**src/rtl/aibnd_dcc_dll_calseq_pkg.sv**
```systemverilog
// Shared types, constants and parameter defaults for the DCC/DLL calibration sequencer.
// Includes a Gray-to-binary helper for capturing the PVT reference code.
package aibnd_dcc_dll_calseq_pkg;

    typedef enum logic [2:0] {
        ST_IDLE,
        ST_RST_HOLD,
        ST_DCC_WAIT,
        ST_LOCK_WAIT,
        ST_CAPTURE,
        ST_DONE,
        ST_ERR
    } cal_state_e;

    typedef logic [1:0] err_code_t;

    localparam err_code_t ERR_NONE      = 2'b00;
    localparam err_code_t ERR_DCC_TO    = 2'b01;
    localparam err_code_t ERR_LOCK_TO   = 2'b10;
    localparam err_code_t ERR_LOCK_LOST = 2'b11;

    localparam int RST_CYC_DEF   = 16;
    localparam int DCC_TO_DEF    = 4096;
    localparam int LOCK_TO_DEF   = 8192;
    localparam int MAX_RETRY_DEF = 3;

    localparam int CNT_W      = 13;
    localparam int PVT_W      = 10;
    localparam int CAP_TO     = 256;
    localparam int STABLE_CYC = 4;

    function automatic logic [PVT_W-1:0] gray2bin(input logic [PVT_W-1:0] g);
        logic [PVT_W-1:0] b;
        b[PVT_W-1] = g[PVT_W-1];
        for (int i = PVT_W - 2; i >= 0; i--) begin
            b[i] = b[i+1] ^ g[i];
        end
        return b;
    endfunction

endpackage

```
**src/rtl/aibnd_sync2.sv**
```systemverilog
// Two-flop bit synchronizer with synchronous active-high clear.
module aibnd_sync2 (
    input  logic clk_i,
    input  logic rst_i,
    input  logic d_i,
    output logic q_o
);

    logic s1_q;
    logic s2_q;

    // NOTE: sequential state uses non-blocking assignments so s2_q takes the old s1_q.
    always_ff @(posedge clk_i) begin
        if (rst_i) begin
            s1_q <= 1'b0;
            s2_q <= 1'b0;
        end else begin
            s1_q <= d_i;
            s2_q <= s1_q;
        end
    end

    assign q_o = s2_q;

endmodule

```
**src/rtl/aibnd_dcc_dll_calseq.sv**
```systemverilog
// Calibration sequencer: resets the DCC/DLL, waits for duty-cycle and lock, captures the
// PVT Gray code, and retries on timeout or (optionally) on lock loss.
module aibnd_dcc_dll_calseq
    import aibnd_dcc_dll_calseq_pkg::*;
#(
    parameter int RST_CYC   = RST_CYC_DEF,
    parameter int DCC_TO    = DCC_TO_DEF,
    parameter int LOCK_TO   = LOCK_TO_DEF,
    parameter int MAX_RETRY = MAX_RETRY_DEF
) (
    input  logic             clk_pll,
    input  logic             rst,
    input  logic             cal_start,
    input  logic             dcc_done,
    input  logic             odll_lock,
    input  logic [PVT_W-1:0] pvt_ref_half_gry,
    input  logic             rb_cont_cal,
    output logic             dcc_dll_nrst,
    output logic             dcc_dll_reinit,
    output logic             cal_busy,
    output logic             cal_done,
    output logic             cal_err,
    output logic [1:0]       err_code,
    output logic [1:0]       retry_cnt,
    output logic [PVT_W-1:0] pvt_code_bin
);

    localparam logic [CNT_W-1:0] RST_END   = CNT_W'(RST_CYC - 1);
    localparam logic [CNT_W-1:0] DCC_END   = CNT_W'(DCC_TO - 1);
    localparam logic [CNT_W-1:0] LOCK_END  = CNT_W'(LOCK_TO - 1);
    localparam logic [CNT_W-1:0] CAP_END   = CNT_W'(CAP_TO - 1);
    localparam logic [1:0]       STAB_END  = 2'(STABLE_CYC - 1);
    localparam logic [1:0]       RETRY_MAX = 2'(MAX_RETRY);

    cal_state_e       state_q, state_d;
    logic [CNT_W-1:0] cnt_q, cnt_d;
    logic [1:0]       retry_q, retry_d;
    err_code_t        err_q, err_d;
    logic [1:0]       stab_q, stab_d;
    logic [PVT_W-1:0] gry_prev_q;
    logic [PVT_W-1:0] pvt_q, pvt_d;

    logic             dcc_done_s;
    logic             odll_lock_s;
    logic [PVT_W-1:0] gry_s;
    logic             gry_match;
    logic             to_fire;
    err_code_t        to_code;

    aibnd_sync2 u_sync_dcc  (.clk_i(clk_pll), .rst_i(rst), .d_i(dcc_done),  .q_o(dcc_done_s));
    aibnd_sync2 u_sync_lock (.clk_i(clk_pll), .rst_i(rst), .d_i(odll_lock), .q_o(odll_lock_s));

    for (genvar i = 0; i < PVT_W; i++) begin : g_pvt_sync
        aibnd_sync2 u_sync_pvt (.clk_i(clk_pll), .rst_i(rst), .d_i(pvt_ref_half_gry[i]), .q_o(gry_s[i]));
    end

    assign gry_match = (gry_s == gry_prev_q);

    // NOTE: reset is synchronous, so it is sampled inside the clocked block, not in the sensitivity list.
    always_ff @(posedge clk_pll) begin
        if (rst) begin
            state_q    <= ST_IDLE;
            cnt_q      <= '0;
            retry_q    <= '0;
            err_q      <= ERR_NONE;
            stab_q     <= '0;
            gry_prev_q <= '0;
            pvt_q      <= '0;
        end else begin
            state_q    <= state_d;
            cnt_q      <= cnt_d;
            retry_q    <= retry_d;
            err_q      <= err_d;
            stab_q     <= stab_d;
            gry_prev_q <= gry_s;
            pvt_q      <= pvt_d;
        end
    end

    // NOTE: every output of this block gets a default first, so no path can infer a latch.
    always_comb begin
        state_d = state_q;
        retry_d = retry_q;
        err_d   = err_q;
        pvt_d   = pvt_q;
        to_fire = 1'b0;
        to_code = ERR_NONE;

        unique case (state_q)
            ST_IDLE, ST_ERR: begin
                if (cal_start) begin
                    state_d = ST_RST_HOLD;
                    retry_d = '0;
                    err_d   = ERR_NONE;
                end
            end
            ST_RST_HOLD: if (cnt_q == RST_END) state_d = ST_DCC_WAIT;
            ST_DCC_WAIT: begin
                if (dcc_done_s)            state_d = ST_LOCK_WAIT;
                else if (cnt_q == DCC_END) begin to_fire = 1'b1; to_code = ERR_DCC_TO; end
            end
            ST_LOCK_WAIT: begin
                if (odll_lock_s)            state_d = ST_CAPTURE;
                else if (cnt_q == LOCK_END) begin to_fire = 1'b1; to_code = ERR_LOCK_TO; end
            end
            ST_CAPTURE: begin
                // Either a stable code or the capture window expiring takes the latest sample.
                if ((gry_match && stab_q == STAB_END) || cnt_q == CAP_END) begin
                    state_d = ST_DONE;
                    pvt_d   = gray2bin(gry_s);
                end
            end
            ST_DONE: begin
                if (cal_start) begin
                    state_d = ST_RST_HOLD;
                    retry_d = '0;
                    err_d   = ERR_NONE;
                end else if (!odll_lock_s) begin
                    if (rb_cont_cal) begin
                        to_fire = 1'b1;
                        to_code = ERR_LOCK_LOST;
                    end else begin
                        state_d = ST_ERR;
                        err_d   = ERR_LOCK_LOST;
                    end
                end
            end
            default: state_d = ST_IDLE;
        endcase

        if (to_fire) begin
            if (retry_q < RETRY_MAX) begin
                retry_d = retry_q + 2'd1;
                state_d = ST_RST_HOLD;
            end else begin
                state_d = ST_ERR;
                err_d   = to_code;
            end
        end

        if (state_d != state_q)  cnt_d = '0;
        else if (cnt_q == '1)    cnt_d = cnt_q;
        else                     cnt_d = cnt_q + CNT_W'(1);

        stab_d = (state_q == ST_CAPTURE && gry_match) ? stab_q + 2'd1 : 2'd0;
    end

    always_comb begin
        dcc_dll_nrst   = 1'b1;
        dcc_dll_reinit = 1'b0;
        cal_busy       = 1'b0;
        cal_done       = 1'b0;
        cal_err        = 1'b0;
        unique case (state_q)
            ST_IDLE:      dcc_dll_nrst = 1'b0;
            ST_RST_HOLD:  begin dcc_dll_nrst = 1'b0; cal_busy = 1'b1; end
            ST_DCC_WAIT:  begin cal_busy = 1'b1; dcc_dll_reinit = (cnt_q == '0); end
            ST_LOCK_WAIT: cal_busy = 1'b1;
            ST_CAPTURE:   cal_busy = 1'b1;
            ST_DONE:      cal_done = 1'b1;
            ST_ERR:       begin dcc_dll_nrst = 1'b0; cal_err = 1'b1; end
            default:      dcc_dll_nrst = 1'b0;
        endcase
    end

    assign err_code     = err_q;
    assign retry_cnt    = retry_q;
    assign pvt_code_bin = pvt_q;

endmodule

```
**config.mk**
```make
export PLATFORM = sky130hd
export DESIGN_NAME = aibnd_dcc_dll_calseq
export DESIGN_NICKNAME = d
export VERILOG_FILES = /design/src/rtl/aibnd_dcc_dll_calseq_pkg.sv /design/src/rtl/aibnd_sync2.sv /design/src/rtl/aibnd_dcc_dll_calseq.sv
export SDC_FILE = /design/constraint.sdc
export NUM_CORES = 1
export LEC_CHECK = 0
export BUFFER_PORTS_ARGS = -buffer_cell sky130_fd_sc_hd__buf_2
export CAP_MARGIN = 20
export CELL_PAD_IN_SITES_DETAIL_PLACEMENT = 0
export CELL_PAD_IN_SITES_GLOBAL_PLACEMENT = 2
export CORE_MARGIN = 1.5
export CORE_UTILIZATION = 39
export CTS_CLUSTER_SIZE = 40
export DETAILED_ROUTE_END_ITERATION = 7
export HOLD_SLACK_MARGIN = 0.06
export PLACE_DENSITY_LB_ADDON = 0.15
export REMOVE_ABC_BUFFERS = 1
export SLEW_MARGIN = 0
export SYNTH_ARGS = -nofsm -noshare
export SYNTH_HDL_FRONTEND = slang
export SYNTH_SLANG_ARGS = --single-unit
```
**constraint.sdc**
```tcl
create_clock -name clk_pll -period 3.84 [get_ports clk_pll]
set_input_delay 0.768 -clock clk_pll [delete_from_list [all_inputs] [get_ports clk_pll]]
set_output_delay 0.768 -clock clk_pll [all_outputs]
set_load 0.1 [all_outputs]
```
==> results of run 1 <==
## power breakdown
part,switching [mW],internal (mW)
combinational,0.0743,0.0588
sequential,0.0157,0.702
clock,0.285,0.437
total,0.375,1.20
## layout by cell type, fill, tap and decap left out, types with 9 or more instances in the layout
cell      netlist  final
nor3_1          9      9
nor2b_1        37     37
nor3_2         10     10
buf_2           4     34
xnor2_1        13     13
xor2_1         15     15
dfxtp_1        66     66
nand2_1        12     12
clkbuf_8        0      9
nor2_1         30     30
## final cells by class
type / count / share of cell area, %
Multi-Input combinational cell: 218 / 44.6
Sequential cell: 66 / 38.2
Timing Repair Buffer: 37 / 5.57
Clock inverter: 7 / 3.62
Clock buffer: 9 / 3.58
Tap cell: 99 / 3.58
Inverter: 8 / 0.868
## Yosys cell counts (all sizes together)
master | instances | area, µm²
nor2b | 37 | 231
xnor3 | 1 | 22.5
nor2 | 30 | 113
and2 | 2 | 12.5
o211ai | 2 | 15.0
ha | 4 | 50.1
a221o | 1 | 10.0
or3 | 2 | 12.5
xor2 | 16 | 148
o31a | 1 | 8.76
nand2b | 3 | 18.8
a21oi | 8 | 40.0
a211o | 1 | 8.76
nand4 | 9 | 62.6
nand3b | 1 | 7.51
nand3 | 7 | 35.0
and3 | 3 | 18.8
xnor2 | 16 | 163
xor3 | 1 | 23.8
mux2 | 2 | 22.5
a311o | 1 | 10.0
nor4b | 1 | 8.76
clkbuf | 8 | 30.0
o21ai | 9 | 45.0
nor4 | 6 | 52.6
nor3 | 19 | 145
o22a | 1 | 8.76
inv | 8 | 30.0
mux2i | 8 | 83.8
o22ai | 1 | 6.26
a21boi | 1 | 11.3
or4 | 2 | 15.0
buf | 6 | 38.8
o21a | 1 | 7.51
a311oi | 1 | 8.76
and4 | 1 | 8.76
o221ai | 1 | 8.76
dfxtp | 66 | 1320
a211oi | 4 | 30.0
nand4bb | 2 | 22.5
nand2 | 12 | 45.0
## worst max-delay path: stages, from the launching register on
cell	delay (ns)
dfxtp_1	0.37
or4_1	0.53
nor2_1	0.14
nand4_1	0.14
nor4b_1	0.35
buf_2	0.49
## metrics by stage
stage          worst slack [ns]  setup TNS [ns]  cell area [µm²]  hold WS [ns]
2_1_floorplan             -1.14           -1.14             2890         0.398
3_3_place_gp               1.04               0             3210         0.409
3_5_place_dp               1.05               0             3210         0.416
4_1_cts                   0.664               0             3460         0.432
5_1_grt                   0.551               0             3460         0.445
6_report                  0.706               0             3460         0.428
## path summary, 6_finish.rpt
| kind | endpoint | slack (ns) | cells after the start |
|---|---|---|---|
| setup / recovery | dcc_dll_reinit | 0.71 | 5 |
| hold / removal | stab_q[0]$_SDFF_PP0_ | 0.43 | 1 |
| setup reg to reg | cnt_q[0]$_SDFFE_PP0P_ | 0.98 | 7 |
| hold reg to reg | stab_q[0]$_SDFF_PP0_ | 0.43 | 1 |
## routing by layer
metal	vias to the layer above	part of all wire, %	global-route usage, %
met4	0	1.6	7.80
met5	-	0	0
met2	61	43	22.2
met3	10	5.5	4.57
li1	1117	-	-
met1	1007	50	21.9
## cells by family after synthesis
logic type / Yosys count / synth area share [%]
and+or+nand+nor: 137 / 27.3
DFF: 66 / 44.6
xor gates and xnor gates: 34 / 12.0
AOI/OAI and AO/OA: 33 / 7.39
buffers and inverters: 22 / 3.34
muxes: 10 / 3.59
adders and majority gates: 4 / 1.69
## state kept, by name (all words and copies together), names as in the netlist
name	flops
u_sync_lock.s1_q	1
gry_prev_q	10
pvt_code_bin	10
cnt_q	13
u_sync_dcc.q_o	1
state_q	3
g_pvt_sync.u_sync_pvt.s1_q	10
err_code	2
u_sync_lock.q_o	1
g_pvt_sync.u_sync_pvt.q_o	10
u_sync_dcc.s1_q	1
stab_q	2
retry_cnt	2
==> summary.md, run 1 <==
| Metric | Value |
|---|---|
| Status | finished, final reports clean |
| Post-CTS setup buffer count | 0 |
| Layout Utilization | 47.4% |
| Resize count post-CTS | 0 |
| Drt total wl | 6050 µm |
| Die ar. | 8130 µm² |
| # H-tree levels | 3 |
| 1st-pass router iterations | 4 |
| DRT iter0 DRCs | 67 |
| Initial Utilization | 40.6% |
| Diode count | 0 |
| IO buf count | 34 |
| CTS tree | built |
| Final period util | 81.6% |
| CTS buffer count | 9 |
| Nets@finish | 360 |
| Multi-input gate area | 1540 µm² |
| Layout area overhead | 16.8% |
| Vias | 2195 |
| Vias in the first global route | 2037 |
| CP Launch Point | cnt_q[9]$_SDFFE_PP0P_ |
| # clock sinks | 66 |
| DP Cell Count | 428 |
| Worst Setup End Kind | output pin |
| CP startpoint kind | flip-flop |
| DRC viols | 0 |
| Maximum VDD drop | 0.214 mV |
| Critical setup path kind | reg -> out |
| Pwr Density | 455 nW/µm² |
| Max-slew violation count | 0 |
| GPL Wtd Cong | 0.823 |
| FF+latch area | 1320 µm² |
| Seq/Total Area, Yosys | 44.6% |
| Core Region | 7290 µm² |
| Worst reg2reg startpoint | state_q[0]$_SDFF_PP0_ |
| Overflow left after global routing | 0 |
| DIE HEIGHT | 90.1 µm |
| Synthesized area | 2960 µm² |
| Die Wd | 90.1 µm |
| Synthesized area per cell | 9.68 µm² |
| Synthesized instance count | 306 |
| Std-Cell Rows | 31 |
| Pin count of the biggest net entering global routing | 53 |
| RSZ-0062 raised after global routing | no |
| Cell Count, Final, Fillers Out | 444 |
| Fmax | 319 MHz |
| Vias per cell | 4.94 |
| Final setup fails | 0 |
| Number of hold buffers added after cts | 0 |
| Hold Crit Class | reg -> reg |
| Initial antenna violation count | 0 |
| Worst Path Arrival | 2.37 ns |
| Leakage power | 1.39 nW |
| DR WL/cell | 13.6 µm |
| Power Total | 1.57 mW |
| CTS clk-pin slew, worst paths | 0.07 ns |
| Worst slew pin tran | 0.776 ns |
| Final HPWL DP | 4150 µm |
| Gr usage total | 15.8% |
| Io pins | 35 |
| Clk_skew | 0.0104 ns |
| YS warnings | 0 |
| Deepest clock path buffer count | 2 |
| Fillcell total | 749 |
| Final Critical Period | 3.13 ns |
| Yosys cell types | 51 |
| Global-route wire length before repair | 10100 µm |
| Worst-Skew Late Latency | 0.35 ns |
| DRT antenna net count | 0 |
| Slew HR | 48.3% |
| Layout cell share with drive strength beyond 1 | 21.4% |
| Critical Path RT | 3.07 ns |
| Number of synthesized register bits | 66 |
| Crit path max fanout | 6 |
| Root buf cell | clkbuf_8 |
| Final Hold Viols | 0 |
| Hold path start | stab_q[0]$_SDFF_PP0_ |
| Max Cap Viol | 0 |
No activity file was read; power rests on OpenSTA's default activity.
==> run 2, diff against run 1 <==
--- a/config.mk
+++ b/config.mk
@@ -10,7 +10,7 @@
 export CELL_PAD_IN_SITES_DETAIL_PLACEMENT = 0
 export CELL_PAD_IN_SITES_GLOBAL_PLACEMENT = 2
 export CORE_MARGIN = 1.5
-export CORE_UTILIZATION = 39
+export CORE_UTILIZATION = 33
 export CTS_CLUSTER_SIZE = 40
 export DETAILED_ROUTE_END_ITERATION = 7
 export HOLD_SLACK_MARGIN = 0.06
==> constraint.sdc (replaced) <==
create_clock -name clk_pll -period 2.6 [get_ports clk_pll]
set_input_delay 0.52 -clock clk_pll [delete_from_list [all_inputs] [get_ports clk_pll]]
set_output_delay 0.52 -clock clk_pll [all_outputs]
set_load 0.1 [all_outputs]
==> summary.md, run 2 (synthesis gave the netlist of run 1 again) <==
| Metric | Value |
|---|---|
| Max Cap Viol | 0 (unchanged) |
| # clock sinks | 66 (unchanged) |
| CP startpoint kind | flip-flop |
| Final HPWL DP | 4320 µm (+4.1%) |
| Layout cell share with drive strength beyond 1 | 25.9% (+4.5 points) |
| Gr usage total | 14.1% (-1.7 points) |
| Max-slew violation count | 0 (unchanged) |
| Critical setup path kind | reg -> out |
| Hold Crit Class | in -> reg |
| Max reg flops | 13 (unchanged) |
| Vias | 2226 (+1.4%) |
| Leakage power | 1.45 nW (+4.3%) |
| Die Wd | 97.7 µm (+8.4%) |
| Top reg by flops | cnt_q |
| DIE HEIGHT | 97.7 µm (+8.4%) |
| Core Region | 8720 µm² (+20%) |
| Nets@finish | 374 (+3.9%) |
| # H-tree levels | 3 (unchanged) |
| Commonest non-fill, non-tap cell in the layout | dfxtp_1 |
| Root buf cell | clkbuf_8 |
| Io pins | 35 (unchanged) |
| Final Hold Viols | 0 (unchanged) |
| DRT antenna net count | 0 (unchanged) |
| Deepest clock path buffer count | 2 (unchanged) |
| Worst slew pin tran | 0.567 ns (-0.209 ns) |
| Clk_skew | 0.0144 ns (+0.00396 ns) |
| Initial antenna violation count | 0 (unchanged) |
| Cell Count, Final, Fillers Out | 467 (+5.2%) |
| DP Cell Count | 450 (+5.1%) |
| CTS clk-pin slew, worst paths | 0.08 ns (about the same) |
| Number of hold buffers added after cts | 0 (unchanged) |
| Initial Utilization | 34.0% (-6.7 points) |
| Vias per cell | 4.77 (-3.6%) |
| Maximum VDD drop | 0.287 mV (+34%) |
| Diode count | 0 (unchanged) |
| Fillcell total | 897 (+20%) |
| Die ar. | 9550 µm² (+18%) |
| Std-Cell Rows | 34 (+9.7%) |
| 1st-pass router iterations | 4 (unchanged) |
| Worst-Skew Late Latency | 0.35 ns (about the same) |
| Final period util | 97.2% |
| Power Total | 2.18 mW (+39%) |
| DRT iter0 DRCs | 33 (-51%) |
| R2R cell count | 8 (+1) |
| DR WL/cell | 13.3 µm (-2.2%) |
| Status | finished, final reports clean |
| Aggregate negative setup slack | 0 ns (unchanged) |
| Global-route wire length before repair | 10600 µm (+4.4%) |
| Drt total wl | 6220 µm (+2.8%) |
| Most frequent cells in the layout | dfxtp_1, nor2b_1, buf_2 |
| Vias in the first global route | 2165 (+6.3%) |
| DRC viols | 0 (unchanged) |
| Pwr Density | 611 nW/µm² (+34%) |
| Placed Area | 3330 µm² (+3.9%) |
| Hold Path Depth | 2 (+1) |
| CP Launch Point | cnt_q[8]$_SDFFE_PP0P_ |
| Overflow left after global routing | 0 (unchanged) |
| Fmax | 396 MHz |
| Cell area after layout | 3570 µm² (+3.3%) |
| CTS buffer count | 9 (unchanged) |
| CTS tree | built |
| IO buf count | 34 (unchanged) |
| Slew HR | 62.2% (+14 points) |
| Worst reg2reg startpoint | cnt_q[8]$_SDFFE_PP0P_ |
| Pin count of the biggest net entering global routing | 53 (unchanged) |
| Crit path max fanout | 5 (-1) |
| Final setup fails | 0 (unchanged) |
| Worst Path Arrival | 2.01 ns (-0.36 ns) |
| Worst Setup End Kind | output pin |
| Critical Path RT | 2.08 ns (-0.99 ns) |
| RSZ-0062 raised after global routing | yes |
| Layout area overhead | 20.6% |
| GPL Wtd Cong | 0.817 (-0.63%) |
| Final Critical Period | 2.53 ns |
| Hold path start | pvt_ref_half_gry[2] |
run 2: changes by cell type in the layout (fill, tap and decap cells not counted), moves of 2 or more:
| cell | previous run | this run |
|---|---|---|
| bufinv_16 | 3 | 1 |
| dfxtp_1 | 66 | 64 |
| buf_4 | 3 | 17 |
| dfxtp_2 | 0 | 2 |
| clkbuf_8 | 9 | 11 |
| clkinv_4 | 3 | 1 |
run 2: path summary, 6_finish.rpt:
kind	endpoint	slack [ns]
max	dcc_dll_reinit	0.07
min reg2reg	stab_q[0]$_SDFF_PP0_	0.43
max reg2reg	cnt_q[12]$_SDFFE_PP0P_	0.23
min	g_pvt_sync[2].u_sync_pvt.s1_q$_SDFF_PP0_	0.38
run 2: cell type report:
| cell class | instances | area [µm²] | share of cell area [%] |
|---|---|---|---|
| Inverter | 8 | 30.0 | 0.841 |
| Sequential cell | 66 | 1320 | 37.1 |
| Timing Repair Buffer | 51 | 313 | 8.76 |
| Clock inverter | 5 | 60.1 | 1.68 |
| Multi-Input combinational cell | 218 | 1560 | 43.6 |
| Clock buffer | 11 | 151 | 4.24 |
| Tap cell | 108 | 135 | 3.78 |
run 2: per-layer routing:
metal	vias to the layer above	global-route usage (%)	share of wire (%)
met4	0	7.14	2.9
met5	-	0	0
met3	15	3.65	3.2
li1	1144	-	-
met2	40	22.1	46
met1	1027	18.0	48
run 2: stage by stage:
stage	util (%)	setup WS [ns]	hold WS [ns]
after global placement	38.2	0.261	0.409
after global routing	41.0	-0.0565	0.370
after detailed placement	38.2	0.254	0.421
final	41.0	0.0722	0.378
after floorplan	-	-2.13	0.398
after CTS	40.9	0.00418	0.357
run 2: critical path, stage by stage (launching register included):
cell	delay [ns]
dfxtp_2	0.34
or4_4	0.55
nor2_4	0.10
nand4_1	0.12
nor4b_2	0.23
buf_4	0.15
buf_12	0.16
run 2: power by group:
part | internal, mW | switching, mW | leakage, nW
logic | 0.0947 | 0.116 | 0.805
clock network | 0.499 | 0.416 | 0.106
registers | 1.04 | 0.0189 | 0.539
run 2: timing repair:
action,4_1_cts,5_1_grt
setup buffers,1,0
pin swaps,1,2
gates resized for setup,5,1
endpoints found under the setup margin,1,1
==> run 3, diff against run 2 <==
--- a/config.mk
+++ b/config.mk
@@ -7,10 +7,9 @@
 export LEC_CHECK = 0
 export BUFFER_PORTS_ARGS = -buffer_cell sky130_fd_sc_hd__buf_2
 export CAP_MARGIN = 20
-export CELL_PAD_IN_SITES_DETAIL_PLACEMENT = 0
-export CELL_PAD_IN_SITES_GLOBAL_PLACEMENT = 2
 export CORE_MARGIN = 1.5
-export CORE_UTILIZATION = 33
+export CORE_UTILIZATION = 47
+export CTS_CLUSTER_DIAMETER = 60
 export CTS_CLUSTER_SIZE = 40
 export DETAILED_ROUTE_END_ITERATION = 7
 export HOLD_SLACK_MARGIN = 0.06
==> summary.md, run 3 (synthesis gave the netlist of run 1 again) <==
| Metric | Value |
|---|---|
| Status | finished, final reports clean |
| CTS tree | built |
| DRT iter0 DRCs | 98 (+200%) |
| Die ar. | 6790 µm² (-29%) |
| Hold Crit Class | in -> reg |
| GR peak layer | met2 |
| Initial antenna violation count | 0 (unchanged) |
| Placed Area | 3290 µm² (-1.2%) |
| Io pins | 35 (unchanged) |
| Vias | 2224 (-0.090%) |
| CP max-delay cell | or4_4 |
| Overflow left after global routing | 0 (unchanged) |
| Cell area after layout | 3480 µm² (-2.6%) |
| Worst Path Arrival | 2.00 ns (about the same) |
| RSZ-0062 raised after global routing | no |
| R2R Setup Slk | 0.23 ns (about the same) |
| Number of hold buffers added after cts | 0 (unchanged) |
| Cell Count, Final, Fillers Out | 432 (-7.5%) |
| Final period util | 96.8% (-0.44 points) |
| Global-route wire length before repair | 9650 µm (-8.6%) |
| DRT antenna net count | 0 (unchanged) |
| # clock sinks | 66 (unchanged) |
| Most frequent cells in the layout | dfxtp_1, nor2b_1, buf_2 |
| Aggregate negative setup slack | 0 ns (unchanged) |
| Die Wd | 82.4 µm (-16%) |
| Max-slew violation count | 0 (unchanged) |
| Worst Setup End Kind | output pin |
| Hold path start | pvt_ref_half_gry[0] |
| CP cell instances | or4_4 > nor2_4 > nand4_1 > nor4b_4 > buf_12 |
| Gr usage total | 19.2% (+5.1 points) |
| Nets@finish | 373 (-0.27%) |
| Final HPWL DP | 4050 µm (-6.1%) |
| Final Critical Period | 2.52 ns (-0.0116 ns) |
| Pin count of the biggest net entering global routing | 53 (unchanged) |
| Critical setup path kind | reg -> out |
| Vias per cell | 5.15 (+8.0%) |
| Root buf cell | clkbuf_8 |
| CTS clk-pin slew, worst paths | 0.07 ns (about the same) |
| DIE HEIGHT | 82.4 µm (-16%) |
| Max stage delay on crit path | 0.55 ns (about the same) |
| DRC viols | 0 (unchanged) |
| Final Hold Viols | 0 (unchanged) |
| Deepest clock path buffer count | 2 (unchanged) |
| Post-CTS setup buffer count | 0 (-1) |
| IO buf count | 34 (unchanged) |
| Worst reg2reg endpoint | cnt_q[1]$_SDFFE_PP0P_ |
| Core Region | 5990 µm² (-31%) |
| DR WL/cell | 13.1 µm (-1.4%) |
| Hold Path Depth | 2 (unchanged) |
| Worst-Skew Late Latency | 0.33 ns (-0.02 ns) |
| Leakage power | 1.43 nW (-1.7%) |
| 1st-pass router iterations | 5 (+1) |
| Top reg by flops | cnt_q |
| R2R cell count | 9 (+1) |
| Worst reg2reg startpoint | state_q[0]$_SDFF_PP0_ |
| Crit path max fanout | 5 (unchanged) |
| Hold endpoint | g_pvt_sync[0].u_sync_pvt.s1_q$_SDFF_PP0_ |
| Std-Cell Rows | 28 (-18%) |
| Critical Path RT | 2.08 ns (about the same) |
| Met3 Use GR | 4.62% (+0.96 points) |
| Layout area overhead | 17.5% |
| GPL Wtd Cong | 0.847 (+3.7%) |
| CTS buffer count | 9 (unchanged) |
| Commonest non-fill, non-tap cell in the layout | dfxtp_1 |
| Worst slew pin tran | 0.519 ns (-0.0485 ns) |
| Vias in the first global route | 2138 (-1.2%) |
| Initial Utilization | 49.4% (+15 points) |
| Drt total wl | 5680 µm (-8.8%) |
| Diode count | 0 (unchanged) |
| GR Layer Usage met1 | 23.6% (+5.7 points) |
| Final setup fails | 0 (unchanged) |
| Pwr Density | 566 nW/µm² (-7.3%) |
| Hold Slack | 0.392 ns (+0.0141 ns) |
| Layout cell share with drive strength beyond 1 | 25.8% (-0.13 points) |
| Clk_skew | 0.00407 ns (-0.0103 ns) |
| # H-tree levels | 3 (unchanged) |
| CP startpoint kind | flip-flop |
| Slew HR | 65.4% (+3.2 points) |
| Max reg flops | 13 (unchanged) |
| Fmax | 397 MHz (+0.46%) |
| Max Cap Viol | 0 (unchanged) |
| Met2 usage | 31.8% (+9.7 points) |
| Maximum VDD drop | 0.382 mV (+33%) |
| DP Cell Count | 417 (-7.3%) |
[run 3: what timing repair did]
action                                  CTS  global route
gates resized for setup                   2             6
endpoints found under the setup margin    1            14
pin swaps                                 1             2
[run 3: final cells by class]
class	count	area, µm²
fillers	535	2510
multi-input cells	218	1570
flip-flops and latches	66	1320
repair buffers	50	305
clock buffers	9	124
well taps	75	93.8
clock inverters	6	35.0
inverters	8	30.0
[run 3: how the worst max path moves through the flow]
stage,start,endpoint,slack [ns],cells after the start
after floorplan,cnt_q[9]$_SDFFE_PP0P_,dcc_dll_reinit,-2.13,4
after global placement,cnt_q[9]$_SDFFE_PP0P_,cnt_q[12]$_SDFFE_PP0P_,0.14,7
after detailed placement,cnt_q[9]$_SDFFE_PP0P_,cnt_q[1]$_SDFFE_PP0P_,0.11,7
after CTS,cnt_q[9]$_SDFFE_PP0P_,dcc_dll_reinit,0.03,5
after global routing,cnt_q[8]$_SDFFE_PP0P_,dcc_dll_reinit,0.006,5
final,cnt_q[8]$_SDFFE_PP0P_,dcc_dll_reinit,0.08,5
[run 3: where the power goes]
group | switching [mW] | internal, mW
clock | 0.375 | 0.333
combinational | 0.113 | 0.0930
sequential | 0.0195 | 1.04
total | 0.507 | 1.46
[run 3: worst max-delay path, delay by kind of cell, from the launching register on]
family,cells,cell delay [ns]
buffers and inverters,1,0.21
and+or+nand+nor,4,1.11
DFF,1,0.34
[run 3: per-stage QoR]
stage	power, mW	utilization [%]	setup slack, ns
2_1_floorplan	1.22	-	-2.13
3_3_place_gp	1.28	54.9	0.137
3_5_place_dp	1.29	54.9	0.105
4_1_cts	2.00	57.9	0.0253
5_1_grt	2.07	58.1	0.00629
6_report	1.97	58.1	0.0837
[run 3: per-layer routing]
| layer | vias to the layer above | wire [µm] |
|---|---|---|
| met2 | 56 | 2810 |
| met5 | - | 0 |
| li1 | 1144 | - |
| met1 | 1016 | 2520 |
| met4 | 0 | 93 |
| met3 | 8 | 257 |
